<file path="src/rtl/data_mem_arb_pkg.sv">
// Shared types and constants for the data memory arbiter.
// Provides the FSM state enum, default widths and port ids.
package data_mem_arb_pkg;

  localparam int DEF_ADDR_W = 7;
  localparam int DEF_DATA_W = 32;

  localparam logic PORT_A = 1'b0;
  localparam logic PORT_B = 1'b1;

  typedef enum logic [1:0] {
    IDLE   = 2'd0,
    ACCESS = 2'd1,
    DONE   = 2'd2
  } state_t;

endpackage

</file>
<file path="src/rtl/data_mem_arbiter_arb2_select.sv">
// Two-way grant for the data memory arbiter (combinational).
// Ports: a_req, b_req, last_owner in; grant_b out.
// RR_ARB_EN selects round-robin, else fixed A priority.
module arb2_select
  import data_mem_arb_pkg::*;
(
  input  logic a_req,
  input  logic b_req,
  input  logic last_owner,
  output logic grant_b
);

`ifdef RR_ARB_EN
  // On a tie, B wins only if A was served last.
  assign grant_b = b_req &
    (~a_req | (last_owner == PORT_A));
`else
  logic unused_last_owner;
  assign unused_last_owner = last_owner;
  assign grant_b = b_req & ~a_req;
`endif

endmodule

</file>
<file path="src/rtl/data_mem_arbiter.sv">
// Shares one single-port data memory between port A and B.
// Ports: clk, rst_n, a_*/b_* request ports, mem_* pins,
// busy, owner_b. Macro RR_ARB_EN enables round-robin.
module data_mem_arbiter
  import data_mem_arb_pkg::*;
#(
  parameter int ADDR_W = DEF_ADDR_W,
  parameter int DATA_W = DEF_DATA_W
) (
  input  logic              clk,
  input  logic              rst_n,
  input  logic              a_req,
  input  logic              a_we,
  input  logic [ADDR_W-1:0] a_addr,
  input  logic [DATA_W-1:0] a_wdata,
  output logic              a_ack,
  output logic [DATA_W-1:0] a_rdata,
  input  logic              b_req,
  input  logic              b_we,
  input  logic [ADDR_W-1:0] b_addr,
  input  logic [DATA_W-1:0] b_wdata,
  output logic              b_ack,
  output logic [DATA_W-1:0] b_rdata,
  output logic [ADDR_W-1:0] mem_address,
  output logic [DATA_W-1:0] mem_data_in,
  output logic              mem_rw,
  input  logic [DATA_W-1:0] mem_data_out,
  output logic              busy,
  output logic              owner_b
);

  state_t state, state_d;

  logic              grant_b;
  logic              last_owner, last_owner_d;
  logic              owner_b_d;
  logic              mem_rw_d;
  logic [ADDR_W-1:0] addr_d;
  logic [DATA_W-1:0] wdata_d;
  logic              a_ack_d, b_ack_d;
  logic [DATA_W-1:0] a_rdata_d, b_rdata_d;

  arb2_select u_sel (
    .a_req      (a_req),
    .b_req      (b_req),
    .last_owner (last_owner),
    .grant_b    (grant_b)
  );

  assign busy = (state != IDLE);

  always_comb begin
    state_d      = state;
    last_owner_d = last_owner;
    owner_b_d    = owner_b;
    mem_rw_d     = mem_rw;
    addr_d       = mem_address;
    wdata_d      = mem_data_in;
    a_ack_d      = 1'b0;
    b_ack_d      = 1'b0;
    a_rdata_d    = a_rdata;
    b_rdata_d    = b_rdata;
    unique case (state)
      IDLE: begin
        mem_rw_d = 1'b0;
        if (a_req | b_req) begin
          owner_b_d    = grant_b;
          last_owner_d = grant_b;
          addr_d       = grant_b ? b_addr : a_addr;
          wdata_d      = grant_b ? b_wdata : a_wdata;
          mem_rw_d     = grant_b ? b_we : a_we;
          state_d      = ACCESS;
        end
      end
      ACCESS: begin
        if (!mem_rw) begin
          if (owner_b) b_rdata_d = mem_data_out;
          else         a_rdata_d = mem_data_out;
        end
        mem_rw_d = 1'b0;
        a_ack_d  = ~owner_b;
        b_ack_d  = owner_b;
        state_d  = DONE;
      end
      DONE: begin
        state_d = IDLE;
      end
      default: begin
        mem_rw_d = 1'b0;
        state_d  = IDLE;
      end
    endcase
  end

  always_ff @(posedge clk or negedge rst_n) begin
    if (!rst_n) begin
      state       <= IDLE;
      last_owner  <= PORT_B;
      owner_b     <= 1'b0;
      mem_rw      <= 1'b0;
      mem_address <= '0;
      mem_data_in <= '0;
      a_ack       <= 1'b0;
      b_ack       <= 1'b0;
      a_rdata     <= '0;
      b_rdata     <= '0;
    end else begin
      state       <= state_d;
      last_owner  <= last_owner_d;
      owner_b     <= owner_b_d;
      mem_rw      <= mem_rw_d;
      mem_address <= addr_d;
      mem_data_in <= wdata_d;
      a_ack       <= a_ack_d;
      b_ack       <= b_ack_d;
      a_rdata     <= a_rdata_d;
      b_rdata     <= b_rdata_d;
    end
  end

endmodule
</file>
<file path="config.mk">
export PLATFORM = sky130hd
export DESIGN_NAME = data_mem_arbiter
export DESIGN_NICKNAME = d
export VERILOG_FILES = /design/src/rtl/data_mem_arb_pkg.sv /design/src/rtl/data_mem_arbiter_arb2_select.sv /design/src/rtl/data_mem_arbiter.sv
export SDC_FILE = /design/constraint.sdc
export NUM_CORES = 1
export LEC_CHECK = 0
export CAP_MARGIN = 20
export CORE_MARGIN = 5
export CORE_UTILIZATION = 40
export CTS_BUF_LIST = sky130_fd_sc_hd__clkbuf_4 sky130_fd_sc_hd__clkbuf_8 sky130_fd_sc_hd__clkbuf_16
export DETAILED_ROUTE_END_ITERATION = 8
export PLACE_DENSITY = 0.82
export SYNTH_ARGS = -nofsm -noshare
export SYNTH_HDL_FRONTEND = slang
export SYNTH_SLANG_ARGS = --single-unit
export TNS_END_PERCENT = 1
</file>
<file path="constraint.sdc">
create_clock -name clk -period 3 [get_ports clk]
set_clock_uncertainty 0.2 [all_clocks]
set_input_delay 0.6 -clock clk [delete_from_list [all_inputs] [get_ports clk]]
set_output_delay 0.6 -clock clk [all_outputs]
set_load 0.01 [all_outputs]
</file>
==> results.json <==
{
  "end_kind": "output pin",
  "cts_buffers": 9,
  "diodes": 0,
  "cts_buffer_depth": 2,
  "synth_top_area_cell": "dfrtp_1",
  "antenna_found_initial": 0,
  "wl_mm": 12.44,
  "critPathArrivalTime_ns": 1.53,
  "io_pins": 224,
  "slew_headroom_pct": 65.46,
  "syn_area_per_cell_um2": 16.81,
  "grt.total_usage_pct": 17.97,
  "hold_path_class": "register to register",
  "htree_num_levels": 3,
  "finalCritPeriodShare_pct": 77.63,
  "syn_area_um2": 4740,
  "drt_iter0_markers": 109,
  "total_power_mw": 7.573,
  "max_freq_ghz": 0.4294,
  "synth_area_leaders": "dfrtp_1 58%, mux2_2 21%, mux2_4 16%, buf_6 1.4%, buf_4 0.63%",
  "p_leak_nw": 3.135,
  "path_clk_slew_ns": 0.07,
  "grt_setup_unrepaired": "no",
  "synth_simple_gate_area_share_pct": 1.267,
  "drv_cap": 0,
  "start_kind": "register",
  "synthMuxAreaShare_pct": 37.70,
  "syn-num-nets": 398,
  "ys_ff_latch": 109,
  "pwr_density_cell_nw_per_um2": 1021,
  "ir_drop_mv": 0.5940,
  "gp_congestion": 0.7720,
  "worstPathRequired_ns": 2.20,
  "yosysTopAreaCellShare_pct": 57.55,
  "final_nets": 626,
  "placed_area_um2": 7119,
  "fin_ws_ns": 0.6711,
  "die_w_um": 118.9,
  "place_hpwl_mm": 9.312,
  "tightest_slew_ns": 0.5180,
  "via_count": 3196,
  "seq_area_frac_synth_pct": 57.55,
  "ant_nets": 0,
  "core_area_um2": 11520,
  "detail_route.wl_per_cell_um": 18.90,
  "fill_cells": 863,
  "slew_violations": 0,
  "dr.pass1.iters": 4,
  "rows": 39,
  "setup-violations-final": 0,
  "synth_fa_ha_area_share_pct": 0,
  "die_area_um2": 14130,
  "root_buffer": "clkbuf_16",
  "synthCells": 282,
  "holdWs_ns": 0.3004,
  "grt_first_pass_wirelength_mm": 19.89,
  "layout-drive-gt1-share_pct": 32.82,
  "crit_path_max_fanout": 4,
  "synth_top_family_by_area": "multiplexers",
  "cts_tree": "done",
  "synthXorXnorAreaFrac_pct": 0,
  "cpMaxStageDelayCell": "clkdlybuf4s50_1",
  "drc_errors": 0,
  "grt_max_degree": 56,
  "fp.dieH_um": 118.9,
  "path_class": "register to output pin",
  "hold_viol_final": 0,
  "grt_pass1_vias": 3640,
  "vias_per_cell": 4.857,
  "ys_warn_count": 0,
  "overflow": 0,
  "stdcell_area_um2": 7416,
  "cts.sinks": 109,
  "cpPeakStageDelay_ns": 0.49,
  "fin_tns_setup_ns": 0,
  "dpl_worst_slack_ns": 0.4717,
  "ys_types": 18,
  "synth_compound_area_share_pct": 0.6600,
  "start_util_pct": 41.16,
  "port_buffers": 223,
  "cp_cell_sequence": "nor2_1, inv_1, clkdlybuf4s50_1",
  "fin_crit_ns": 2.329,
  "syn_to_final_growth_pct": 56.47,
  "clock_latency_ns": 0.34,
  "status": "finished clean"
}
## layout make-up
type                            instances  area [um2]  area share (%)
Multi-Input combinational cell        155        1887           25.44
Tap cell                              143       178.9           2.413
Inverter                                3       11.26          0.1518
Timing Repair Buffer                  232        2325           31.35
Clock buffer                           10       239.0           3.223
Clock inverter                          6       47.55          0.6411
Sequential cell                       109        2728           36.78
## Yosys cell counts
cell	number
a221oi_1	1
mux2_2	90
a21oi_1	3
buf_4	4
and2_1	1
o21a_1	1
nand2b_1	1
buf_2	5
nor2_1	2
nor3_2	1
mux2_1	2
nand3b_1	1
buf_6	6
mux2_4	50
nand2b_4	1
and3b_1	1
inv_1	3
dfrtp_1	109
## where the power goes
part	leakage (nW)	switching [mW]	internal [mW]	total (mW)
logic	1.71	1.33	2.45	3.78
registers	1.29	0.419	2.23	2.65
clock network	0.133	0.546	0.592	1.14
## metrics by stage
step	std cells	util (%)
finish	658	64.40
global route	658	64.40
CTS	658	64.40
detailed placement	641	61.82
global placement	641	61.82
floorplan	282	-
## flip-flops by register name, indices dropped and copies added (netlist names)
signal / count
owner_b: 1
mem_address: 7
b_rdata: 32
a_rdata: 32
mem_rw: 1
state: 2
a_ack: 1
mem_data_in: 32
b_ack: 1
## worst paths after layout
kind	start	endpoint	slack, ns	depth (start not counted)
max in group asynchronous	rst_n	b_rdata[27]$_DFFE_PN0P_	1.38	3
setup reg to reg	owner_b$_DFFE_PN0P_	b_rdata[11]$_DFFE_PN0P_	1.01	4
hold reg to reg	state[0]$_DFFE_PN0P_	mem_rw$_DFFE_PN0P_	0.30	1
hold / removal	state[0]$_DFFE_PN0P_	mem_rw$_DFFE_PN0P_	0.30	1
min in group asynchronous	rst_n	mem_data_in[23]$_DFFE_PN0P_	0.45	2
setup / recovery	state[0]$_DFFE_PN0P_	busy	0.67	3
## kinds of logic after synthesis
| logic type | after synthesis |
|---|---|
| flops | 109 |
| mux | 142 |
| buf+inv | 18 |
| compound gates | 5 |
| simple gates | 8 |
## what timing repair did
| action | 4_1_cts | 5_1_grt |
|---|---|---|
| setup buffers | 0 | 0 |
| hold buffers | 1 | 0 |
| endpoints found under the hold margin | 13 | 0 |
| gates resized for setup | 0 | 0 |
## routing by layer
metal  up-vias  GRT usage, %  share of wire (%)
li1       1462             -                  -
met1      1545         19.70                 38
met2       170         29.98                 48
met3        19         9.716                 12
met4         0         5.793                2.0
met5         -             0                  0
## critical path: cells and delay by family, from the launching register on
kind | cells | cell delay [ns]
buffers and inverters | 2 | 0.55
DFF | 1 | 0.41
and+or+nand+nor | 1 | 0.22
## layout by cell type (no fill, tap or decap), drive strengths merged
master,instances
dfrtp,109
o21a,1
nor2,2
clkdlybuf4s50,222
inv,4
clkbuf,10
nand2b,2
clkinv,2
clkinvlp,3
a21oi,3
and3b,1
and2,1
dlygate4sd3,1
buf,9
a221oi,1
nand3b,1
mux2,142
nor3,1
No activity file was read; power rests on OpenSTA's default activity.
